## config.mk

```make
export PLATFORM = sky130hd
export DESIGN_NAME = alu_ctrl
export DESIGN_NICKNAME = d
export VERILOG_FILES = /design/src/rtl/alu_ctrl_pkg.sv /design/src/rtl/alu_ctrl.sv
export SDC_FILE = /design/constraint.sdc
export NUM_CORES = 1
export LEC_CHECK = 0
export ABC_AREA = 1
export BUFFER_PORTS_ARGS = -buffer_cell sky130_fd_sc_hd__buf_2
export CAP_MARGIN = 15
export CORE_UTILIZATION = 44
export CTS_CLUSTER_SIZE = 24
export DETAILED_ROUTE_END_ITERATION = 6
export HOLD_SLACK_MARGIN = 0.02
export PLACE_DENSITY_LB_ADDON = 0.05
export SYNTH_ARGS = -nofsm -noshare
export SYNTH_HDL_FRONTEND = slang
export SYNTH_SLANG_ARGS = --single-unit
```

## constraint.sdc

```tcl
create_clock -name clk -period 1.9 [get_ports clk]
set_input_delay 0.19 -clock clk [delete_from_list [all_inputs] [get_ports clk]]
set_output_delay 0.19 -clock clk [all_outputs]
set_load 0.05 [all_outputs]
```

## src/rtl/alu_ctrl_pkg.sv

```systemverilog
// Shared types and constants for the ALU sequencer.
// Op encodings match the combinational alu select field.
package alu_ctrl_pkg;

  localparam int DATA_W = 8;
  localparam int RES_W  = 16;
  localparam int SEL_W  = 3;
  localparam int CNT_W  = 4;

  localparam logic [SEL_W-1:0] ADD_SEL = 3'b000;
  localparam logic [SEL_W-1:0] SUB_SEL = 3'b001;
  localparam logic [SEL_W-1:0] SHR_SEL = 3'b010;
  localparam logic [SEL_W-1:0] SHL_SEL = 3'b011;
  localparam logic [SEL_W-1:0] AND_SEL = 3'b100;
  localparam logic [SEL_W-1:0] OR_SEL  = 3'b101;
  localparam logic [SEL_W-1:0] XOR_SEL = 3'b110;
  localparam logic [SEL_W-1:0] NOT_SEL = 3'b111;

  typedef enum logic [1:0] {
    IDLE,
    DRIVE,
    RESP
  } ctrl_state_e;

  function automatic logic res_zero(
    input logic [RES_W-1:0] r
  );
    return r == '0;
  endfunction

endpackage

```

## src/rtl/alu_ctrl.sv

```systemverilog
// Command/response sequencer driving the 8-bit ALU.
// Optional ALU_CTRL_CHAIN_EN adds cmd_chain to feed back the last result.
module alu_ctrl
  import alu_ctrl_pkg::*;
#(
  parameter int unsigned SETTLE_CYC = 1
) (
  input  logic              clk,
  input  logic              rst_n,
  input  logic              cmd_valid,
  output logic              cmd_ready,
  input  logic [SEL_W-1:0]  cmd_op,
  input  logic [DATA_W-1:0] cmd_a,
  input  logic [DATA_W-1:0] cmd_b,
`ifdef ALU_CTRL_CHAIN_EN
  input  logic              cmd_chain,
`endif
  output logic              rsp_valid,
  input  logic              rsp_ready,
  output logic [RES_W-1:0]  rsp_data,
  output logic [SEL_W-1:0]  rsp_op,
  output logic              rsp_zero,
  output logic [DATA_W-1:0] alu_in0,
  output logic [DATA_W-1:0] alu_in1,
  output logic [SEL_W-1:0]  alu_sel,
  output logic              alu_en,
  input  logic [RES_W-1:0]  alu_out,
  output logic              busy
);

  localparam logic [CNT_W-1:0] SETTLE_LD =
    CNT_W'(SETTLE_CYC - 1);

  ctrl_state_e       state_q, state_d;
  logic [CNT_W-1:0]  cnt_q, cnt_d;
  logic [DATA_W-1:0] in0_q, in0_d;
  logic [DATA_W-1:0] in1_q, in1_d;
  logic [SEL_W-1:0]  sel_q, sel_d;
  logic              en_q, en_d;
  logic              rv_q, rv_d;
  logic [RES_W-1:0]  rd_q, rd_d;
  logic [SEL_W-1:0]  rop_q, rop_d;
  logic              rz_q, rz_d;
  logic [DATA_W-1:0] in0_src;

`ifdef ALU_CTRL_CHAIN_EN
  assign in0_src = cmd_chain ? rd_q[DATA_W-1:0] : cmd_a;
`else
  assign in0_src = cmd_a;
`endif

  always_comb begin
    state_d = state_q;
    cnt_d   = cnt_q;
    in0_d   = in0_q;
    in1_d   = in1_q;
    sel_d   = sel_q;
    en_d    = en_q;
    rv_d    = rv_q;
    rd_d    = rd_q;
    rop_d   = rop_q;
    rz_d    = rz_q;
    unique case (state_q)
      IDLE: begin
        if (cmd_valid) begin
          in0_d   = in0_src;
          in1_d   = cmd_b;
          sel_d   = cmd_op;
          cnt_d   = SETTLE_LD;
          en_d    = 1'b1;
          state_d = DRIVE;
        end
      end
      DRIVE: begin
        // alu_out is only ever looked at here, with en held high
        if (cnt_q == '0) begin
          rd_d    = alu_out;
          rop_d   = sel_q;
          rz_d    = res_zero(alu_out);
          en_d    = 1'b0;
          rv_d    = 1'b1;
          state_d = RESP;
        end else begin
          cnt_d = cnt_q - 1'b1;
        end
      end
      RESP: begin
        if (rsp_ready) begin
          rv_d    = 1'b0;
          state_d = IDLE;
        end
      end
      default: begin
        state_d = IDLE;
        en_d    = 1'b0;
        rv_d    = 1'b0;
      end
    endcase
  end

  always_ff @(posedge clk or negedge rst_n) begin
    if (!rst_n) begin
      state_q <= IDLE;
      cnt_q   <= '0;
      in0_q   <= '0;
      in1_q   <= '0;
      sel_q   <= '0;
      en_q    <= 1'b0;
      rv_q    <= 1'b0;
      rd_q    <= '0;
      rop_q   <= '0;
      rz_q    <= 1'b1;
    end else begin
      state_q <= state_d;
      cnt_q   <= cnt_d;
      in0_q   <= in0_d;
      in1_q   <= in1_d;
      sel_q   <= sel_d;
      en_q    <= en_d;
      rv_q    <= rv_d;
      rd_q    <= rd_d;
      rop_q   <= rop_d;
      rz_q    <= rz_d;
    end
  end

  assign cmd_ready = (state_q == IDLE);
  assign busy      = (state_q != IDLE);
  assign rsp_valid = rv_q;
  assign rsp_data  = rd_q;
  assign rsp_op    = rop_q;
  assign rsp_zero  = rz_q;
  assign alu_in0   = in0_q;
  assign alu_in1   = in1_q;
  assign alu_sel   = sel_q;
  assign alu_en    = en_q;

endmodule

```

== After elaboration in Yosys (flattened, before gate mapping) ==
Cells that the tools add are included.

* Flip-flop bits (word level): 47
* Latch bits: 0
* RAM bits: 0
* Bits in read-only memories: 0
* Input port bits: 39
* Output and inout port bits: 43
* Logic and storage cells: 43
* Memories: 0

* Add/subtract/negate cells: 1
* Multipliers: 0
* Div/mod/pow operators: 0
* $lt $le $gt $ge: 0
* Eq/ne operators: 6
* Shift-type cells: 0
* Multiplexer cells: 13
* Bitwise gates (word level): 2
* Reduce and logical (&&, ||, !) cells: 11

{| class="wikitable"
|+ Operators with widths
! kind !! count
|-
| $logic_not A16 Y1 || 1
|-
| $reduce_and A3 Y1 || 4
|-
| $mux W4 || 2
|-
| $ne A2 B2 Y1 const B || 4
|-
| $pmux W4 S2 || 1
|-
| $mux W2 || 3
|-
| $pmux W1 S3 || 2
|-
| $pmux W2 S3 || 1
|-
| $logic_not A4 Y1 || 1
|-
| $mux W1 || 4
|-
| $reduce_and A2 Y1 || 2
|-
| $reduce_bool A2 Y1 || 2
|-
| $sub A4 B1 Y4 const B || 1
|-
| $eq A2 B1 Y1 const B || 1
|-
| $eq A2 B2 Y1 const B || 1
|-
| $logic_not A2 Y1 || 1
|-
| $not A1 Y1 || 2
|}

== Depth between registers and ports, before layout ==
Gate-level depths: netlist of the first run.

* Depth in word-level cells: 3
* Gate-level depth with buffers: 8
* Depth with buffers taken out: 7

== Least setup slack after synthesis of the first run ==
No wires, ideal clock.

* Path kind: register to register
* Start: register cnt_q[0]
* End: register rd_q[12], in the netlist rsp_data[12]
* Library setup time: 0.119 ns
* Arrival: 1.171 ns
* Required time: 1.781 ns
* Path slack: 0.610 ns
* Stages on the path, launching flop included: 9
* Path buffers: 1
* Clock period less this slack: 1.290 ns
* Cells stage by stage: dfrtp_1 > inv_1 > ha_1 > nand2_1 > nor2_2 > inv_2 > buf_2 > nand2_1 > nand2_1

* Cells in the longest elaborated chain, start to end: 2

{| class="wikitable"
|+ Ends and longest elaborated chain
! what !! line !! text
|-
| from (decl) || alu_ctrl.sv:35 || <nowiki>logic [CNT_W-1:0] cnt_q, cnt_d;</nowiki>
|-
| from (signal assigned) || alu_ctrl.sv:115 || <nowiki>cnt_q <= cnt_d;</nowiki>
|-
| $logic_not A4 Y1 || alu_ctrl.sv:76 || <nowiki>if (cnt_q == '0) begin</nowiki>
|-
| $reduce_and A2 Y1 (no source line) || -- ||
|-
| to (signal assigned) || alu_ctrl.sv:121 || <nowiki>rd_q <= rd_d;</nowiki>
|-
| to (decl) || alu_ctrl.sv:41 || <nowiki>logic [RES_W-1:0] rd_q, rd_d;</nowiki>
|}

Every way passes these cells.
A chain may end at the register's enable or synchronous reset.

== Worst setup path in the final report of the first run ==
* Start: register state_q[0]
* End: output port cmd_ready

* Cells in the longest elaborated chain, start to end: 1

{| class="wikitable"
|+ Ends and longest elaborated chain
! what !! line !! text
|-
| from (decl) || alu_ctrl.sv:34 || <nowiki>ctrl_state_e state_q, state_d;</nowiki>
|-
| from (signal assigned) || alu_ctrl.sv:114 || <nowiki>state_q <= state_d;</nowiki>
|-
| $logic_not A2 Y1 || alu_ctrl.sv:127 || <nowiki>assign cmd_ready = (state_q == IDLE);</nowiki>
|-
| to (decl) || alu_ctrl.sv:11 || <nowiki>output logic cmd_ready,</nowiki>
|}

Every way passes these cells.

==> results of run 1 <==
[per-stage QoR]
step                      hold WS (ps)  cell area (µm²)  std cells
after floorplan                   -106             1950        227
after global placement             109             2400        354
after detailed placement           105             2400        354
after CTS                         92.7             2510        363
after global routing               108             2510        363
final                              101             2510        363
[routing by layer]
metal  vias to the layer above  GRT usage [%]  part of all wire [%]  wire length, µm
li1                        873              -                     -                -
met1                       772           26.1                    48             1980
met2                        59           30.3                    44             1790
met3                         8           6.41                   6.6              272
met4                         0           7.29                   1.4               56
met5                         -              0                     0                0
[Yosys cell counts]
| master | instances | area [µm²] |
|---|---|---|
| buf_2 | 6 | 30.0 |
| clkbuf_1 | 2 | 7.51 |
| nor2_2 | 2 | 12.5 |
| inv_2 | 2 | 7.51 |
| nand2_1 | 93 | 349 |
| o21ai_1 | 12 | 60.1 |
| a21oi_1 | 3 | 15.0 |
| nand4_1 | 3 | 18.8 |
| dfrtp_1 | 46 | 1150 |
| ha_1 | 1 | 12.5 |
| nor2_1 | 12 | 45.0 |
| buf_6 | 2 | 22.5 |
| inv_1 | 17 | 63.8 |
| nand3_1 | 25 | 125 |
| dfstp_2 | 1 | 26.3 |
[state kept, by name, summed over array words and instances (netlist names)]
name,flops
alu_en,1
alu_in0,8
alu_in1,8
alu_sel,3
cnt_q,4
rsp_data,16
rsp_op,3
rsp_valid,1
rsp_zero,1
state_q,2
[tightest hold or removal path, stage by stage]
cell and delay [ps]:
buf_2 90, nand2_1 40, nand2_1 50
[cell type report]
cell class	instances	area, µm²
sequential	47	1180
fill	388	1600
clock inverter	1	7.51
inverter	19	71.3
timing repair buffer	88	460
clock buffer	7	96.3
multi-input combinational	151	638
tap	50	62.6
[final timing paths]
kind | start | endpoint | slack [ps] | depth (start not counted)
max reg2reg | cnt_q[0]$_DFFE_PN0P_ | rsp_data[15]$_DFFE_PN0P_ | 410 | 7
max | state_q[0]$_DFFE_PN0P_ | cmd_ready | 290 | 3
min | alu_out[12] | rsp_data[12]$_DFFE_PN0P_ | 100 | 3
min in group asynchronous | rst_n | rsp_op[1]$_DFFE_PN0P_ | 310 | 2
max in group asynchronous | rst_n | rsp_zero$_DFFE_PN1P_ | 970 | 3
min reg2reg | alu_in1[1]$_DFFE_PN0P_ | alu_in1[1]$_DFFE_PN0P_ | 470 | 2
[logic make-up (layout without fill, tap and decap cells)]
kind of cell / Yosys count / in the layout
flops: 47 / 47
fa+ha+maj: 1 / 1
simple gates: 135 / 135
buf+inv: 29 / 115
compound gates: 15 / 15
==> qor.yml, run 1 <==
outcome:
  status: "complete, no violations"
clock_network:
  postCtsSetupRepairBufs: 0
  cts.sinks: 47
  post_cts_resized: 0
  tritoncts: "built"
  clockRootBuffer: "clkbuf_8"
  cts_max_level: 2
  cts_made_buffers: 5
  clkTransAtPathRegs_ps: 90
  hold_buffers: 1
  max-clock-path-buffers: 2
  clk_latency_ps: 300
setup_path:
  worstPathCellList: "nor2_2 -> buf_4 -> buf_2"
  path_buf_inv: 2
  required_ps: 1710
  slowest_delay_ps: 430
  critPathKind: "flop to primary output"
  cp_top_family: "buffers and inverters"
  end_kind: "primary output"
  start_kind: "flop"
  crit_fanout: 22
  slowest_stage: "dfrtp_1"
  crit_arrival_ps: 1420
timing:
  tightest_slew_ps: 493
  setup_ws_ps: 294
  hold_viol: 0
  setup_viol: 0
  finalClockSkew_ps: 7.36
  rsz0062_at_grt: "no"
  slew_headroom_pct: 67.1
  timing.final.crit_share_pct: 84.5
  finalMaxSlewViolations: 0
  fin_crit_ps: 1610
  clock.fmax_mhz: 623
  fin_tns_setup_ps: 0
synthesis:
  synth_xor_xnor_area_share_pct: 0
  ys_seq_area_share_pct: 60.5
  syn_area_um2: 1950
  synth-compound-area-share_pct: 3.86
  synth_area_per_cell_um2: 8.58
  synth_top_family_by_area: "simple AND/OR/NAND/NOR gates"
  synth_fp_nets: 267
  synthSimpleGateAreaFrac_pct: 28.3
  synth_cell_type_count: 15
  synth_warnings: 0
  netlist_instances: 227
  synthAdderAreaFrac_pct: 0.643
  synth_mux_area_share_pct: 0
  synth_seq_cells: 47
grt:
  grt_usage_pct: 19.8
  antenna_found_initial: 0
  grt_pass1_wl_um: 6730
  overflow: 0
  grt_max_degree: 33
  grt_pass1_vias: 1584
place:
  place_congestion: 0.933
  place.port_buffers: 81
  place_ws_ps: 416
  place_hpwl_um: 3060
layout:
  layout_common_cells: "nand2_1 (93), buf_2 (81), dfrtp_1 (46)"
  area_growth_pct: 29.1
  drive_gt1_share_pct: 31.9
  nNetsFinal: 352
  fin_util_pct: 61.1
  final_common_cell: "nand2_1"
  antenna_cells: 0
floorplanning:
  dieHeight_um: 68.5
  die-area_um2: 4690
  start_util_pct: 47.3
  io_pins: 82
  rows: 23
  coreArea_um2: 4120
  die_w_um: 68.5
routing:
  drt_iter0_markers: 74
  num_vias: 1712
  vias_per_cell: 4.72
  route.detailed.drc: 0
  first_pass_iters: 4
  wire_per_inst_um: 11.3
  drt-total-wl_um: 4100
  ant_nets: 0
flow_run:
  maxCapViolCount: 0
worst_hold_path:
  hold_path_class: "input pin to flop"
Power of run 1 is not shown: default switching activity piles up to over one toggle a cycle in this logic, so the estimate is an artifact.
==> run 2, diff against run 1 <==
--- a/config.mk
+++ b/config.mk
@@ -5,7 +5,7 @@
 export SDC_FILE = /design/constraint.sdc
 export NUM_CORES = 1
 export LEC_CHECK = 0
-export ABC_AREA = 1
+export ABC_AREA = 0
 export BUFFER_PORTS_ARGS = -buffer_cell sky130_fd_sc_hd__buf_2
 export CAP_MARGIN = 15
 export CORE_UTILIZATION = 44
==> constraint.sdc (replaced) <==
create_clock -name clk -period 1.6 [get_ports clk]
set_input_delay 0.16 -clock clk [delete_from_list [all_inputs] [get_ports clk]]
set_output_delay 0.16 -clock clk [all_outputs]
set_load 0.05 [all_outputs]
==> run 2 against run 1 <==
  * Via count is 19% lower
  * Hold slack worse by 52 ps
  * Core utilization is 0.27 points higher
  * Design area is 6.3% higher
  * Final cell count is 23% lower
  * Sequential share of layout area is 2.8 points lower
  * Clock skew is 4.9 ps higher
  * Wire length is 2.4% lower
  * Sequential cell count stayed put
  * Non-clock buffer count is 4 higher
  * Setup slack worse by 290 ps
  * Critical path type is now flop to flop
  * Critical endpoint is now rsp_op[1]$_DFFE_PN0P_
  * Largest cell class unchanged
==> qor.yml, run 2 <==
timing:
  setup_ws_ps: 2.67  # -291 ps
  slew_headroom_pct: 78.4  # +11 points
  rsz0062_at_grt: "yes"
  tightest_slew_ps: 321  # -172 ps
  hold_viol: 0  # unchanged
  fin_tns_setup_ps: 0  # unchanged
  clock.fmax_mhz: 626
  setup_viol: 0  # unchanged
  fin_crit_ps: 1600
  finalMaxSlewViolations: 0  # unchanged
  finalClockSkew_ps: 12.2  # +4.86 ps
  timing.final.crit_share_pct: 99.8
setup_path:
  end_kind: "flop"
  slowest_delay_ps: 400  # -30 ps
  path_depth: 5  # +2
  required_ps: 1780  # +70 ps
  cp_top_family: "simple AND/OR/NAND/NOR gates"
  reg2regPathDepth: 5  # -2
  slowest_stage: "dfrtp_1"
  worstPathCellList: "inv_2 -> ha_4 -> nor3b_4 -> nand2_8 -> mux2_4"
  start_kind: "flop"
  crit_arrival_ps: 1780  # +360 ps
  path_buf_inv: 1  # -1
  critPathKind: "flop to flop"
  crit_fanout: 21  # -4.5%
synthesis:
  yosys-top-cells-count: "dfrtp_1 (46), mux2_2 (19), mux2_4 (18), inv_1 (6)"
  synth_warnings: 0  # unchanged
  synth_area_per_cell_um2: 15.1  # +76%
  post-synth-top-count-cell: "dfrtp_1"
  synth-edff-count: 0  # unchanged
  synth_fp_nets: 172  # -36%
  netlist_instances: 132  # -42%
  syn_area_um2: 1990  # +2.4%
  synthArstFlopShare_pct: 100  # unchanged
  synth-main-ff-cell: "dfrtp_1"
  synth.top_cell.area_share_pct: 57.8  # -1.4 points
  synth_cell_type_count: 33  # +18
  yosysTopAreaCell: "dfrtp_1"
  ys_seq_area_share_pct: 59.1  # -1.4 points
  synth_seq_cells: 47  # unchanged
  synth.area.top_cells: "dfrtp_1 (58%), mux2_4 (14%), mux2_2 (11%)"
routing:
  drt-total-wl_um: 4000  # -2.4%
  wire_per_inst_um: 14.4  # +27%
  num_vias: 1385  # -19%
  ant_nets: 0  # unchanged
  drt_iter0_markers: 37  # -50%
  first_pass_iters: 4  # unchanged
  route.detailed.drc: 0  # unchanged
  vias_per_cell: 4.98  # +5.6%
layout:
  final_cells: 278  # -23%
  fin_util_pct: 61.4  # +0.27 points
  layout_common_cells: "buf_2 (80), dfrtp_1 (46), mux2_2 (19)"
  nNetsFinal: 265  # -25%
  largest_reg_flops: 16  # unchanged
  area_growth_pct: 34.0
  drive_gt1_share_pct: 65.0  # +33 points
  final_common_cell: "buf_2"
  fillCellCount: 364  # -6.2%
  antenna_cells: 0  # unchanged
place:
  place_ws_ps: -137  # -553 ps
  numPlacedInstances: 266  # -25%
  place_congestion: 0.723  # -22%
  place_hpwl_um: 2940  # -3.8%
  place.port_buffers: 81  # unchanged
grt:
  overflow: 0  # unchanged
  grt_usage_pct: 17.7  # -2.1 points
  grt_pass1_wl_um: 6730  # -0.10%
  grt_pass1_vias: 1433  # -9.5%
  antenna_found_initial: 0  # unchanged
  grt_max_degree: 23  # -30%
worst_hold_path:
  min_delay_path_depth: 2  # -1
  hold_path_class: "input pin to flop"
floorplanning:
  rows: 24  # +4.3%
  die_w_um: 69.3  # +1.1%
  io_pins: 82  # unchanged
  coreArea_um2: 4350  # +5.8%
  die-area_um2: 4800  # +2.3%
  start_util_pct: 45.8  # -1.5 points
  dieHeight_um: 69.3  # +1.1%
clock_network:
  cts.sinks: 47  # unchanged
  cts_made_buffers: 5  # unchanged
  tritoncts: "built"
  clockRootBuffer: "clkbuf_8"
  clk_latency_ps: 300  # about the same
  cts_max_level: 2  # unchanged
  max-clock-path-buffers: 2  # unchanged
  clkTransAtPathRegs_ps: 90  # about the same
flow_run:
  maxCapViolCount: 0  # unchanged
outcome:
  status: "complete, no violations"
run 2: cell types whose count changed after synthesis, sizes merged, moves of 4 or more:
cell	delta
o21ai	-8
mux2	+38
inv	-13
nor2	-11
nand3	-24
nor4	+4
nand2	-91
run 2: what timing repair did:
action                                  CTS  global route
hold buffers                              1             0
pin swaps                                 2             1
endpoints found under the setup margin   20            24
endpoints found under the hold margin    13             0
buffers inserted                          2             1
gates resized for setup                   4             7
run 2: cell type report:
| cell class | instances | area [µm²] | area share (%) |
|---|---|---|---|
| Multi-Input combinational cell | 73 | 774 | 29.0 |
| Clock inverter | 3 | 46.3 | 1.73 |
| Tap cell | 52 | 65.1 | 2.44 |
| Clock buffer | 5 | 68.8 | 2.58 |
| Timing Repair Buffer | 92 | 517 | 19.3 |
| Sequential cell | 47 | 1180 | 44.1 |
| Inverter | 6 | 22.5 | 0.843 |
run 2: metrics by stage:
stage | hold slack, ps | area, µm²
after floorplan | -136 | 1990
after global placement | 75.4 | 2480
after detailed placement | 78.6 | 2480
after CTS | 36.0 | 2640
after global routing | 60.2 | 2670
final | 48.4 | 2670
run 2: worst paths after layout:
kind	start	end	slack, ps
setup / recovery	cnt_q[0]$_DFFE_PN0P_	rsp_op[1]$_DFFE_PN0P_	3
hold / removal	rsp_ready	state_q[1]$_DFFE_PN0P_	50
setup reg to reg	cnt_q[0]$_DFFE_PN0P_	rsp_op[1]$_DFFE_PN0P_	3
hold reg to reg	rsp_zero$_DFFE_PN1P_	rsp_zero$_DFFE_PN1P_	490
max in group asynchronous	rst_n	alu_sel[1]$_DFFE_PN0P_	720
min in group asynchronous	rst_n	rsp_data[3]$_DFFE_PN0P_	280
run 2: worst register-to-register path: cells and delay by family, from the launching register on:
| kind | cells | cell delay (ps) |
|---|---|---|
| AND/OR/NAND/NOR | 2 | 520 |
| flip-flops | 1 | 400 |
| multiplexers | 1 | 360 |
| adder cells (fa/ha/maj) | 1 | 130 |
| buffers and inverters | 1 | 80 |
run 2: cells by family after synthesis:
| group | Yosys count | share of synthesized area (%) |
|---|---|---|
| compound gates | 12 | 3.83 |
| fa+ha+maj | 1 | 0.628 |
| buf+inv | 12 | 3.52 |
| flops | 47 | 59.1 |
| mux | 39 | 25.4 |
| simple gates | 21 | 7.60 |
run 2: routing by layer:
layer / global-route usage [%] / vias to the layer above / wire (µm)
li1: - / 651 / -
met1: 23.0 / 660 / 1810
met2: 28.7 / 67 / 1870
met3: 5.23 / 7 / 260
met4: 4.99 / 0 / 59
met5: 0 / - / 0
Power of run 2 is left out for the same reason.
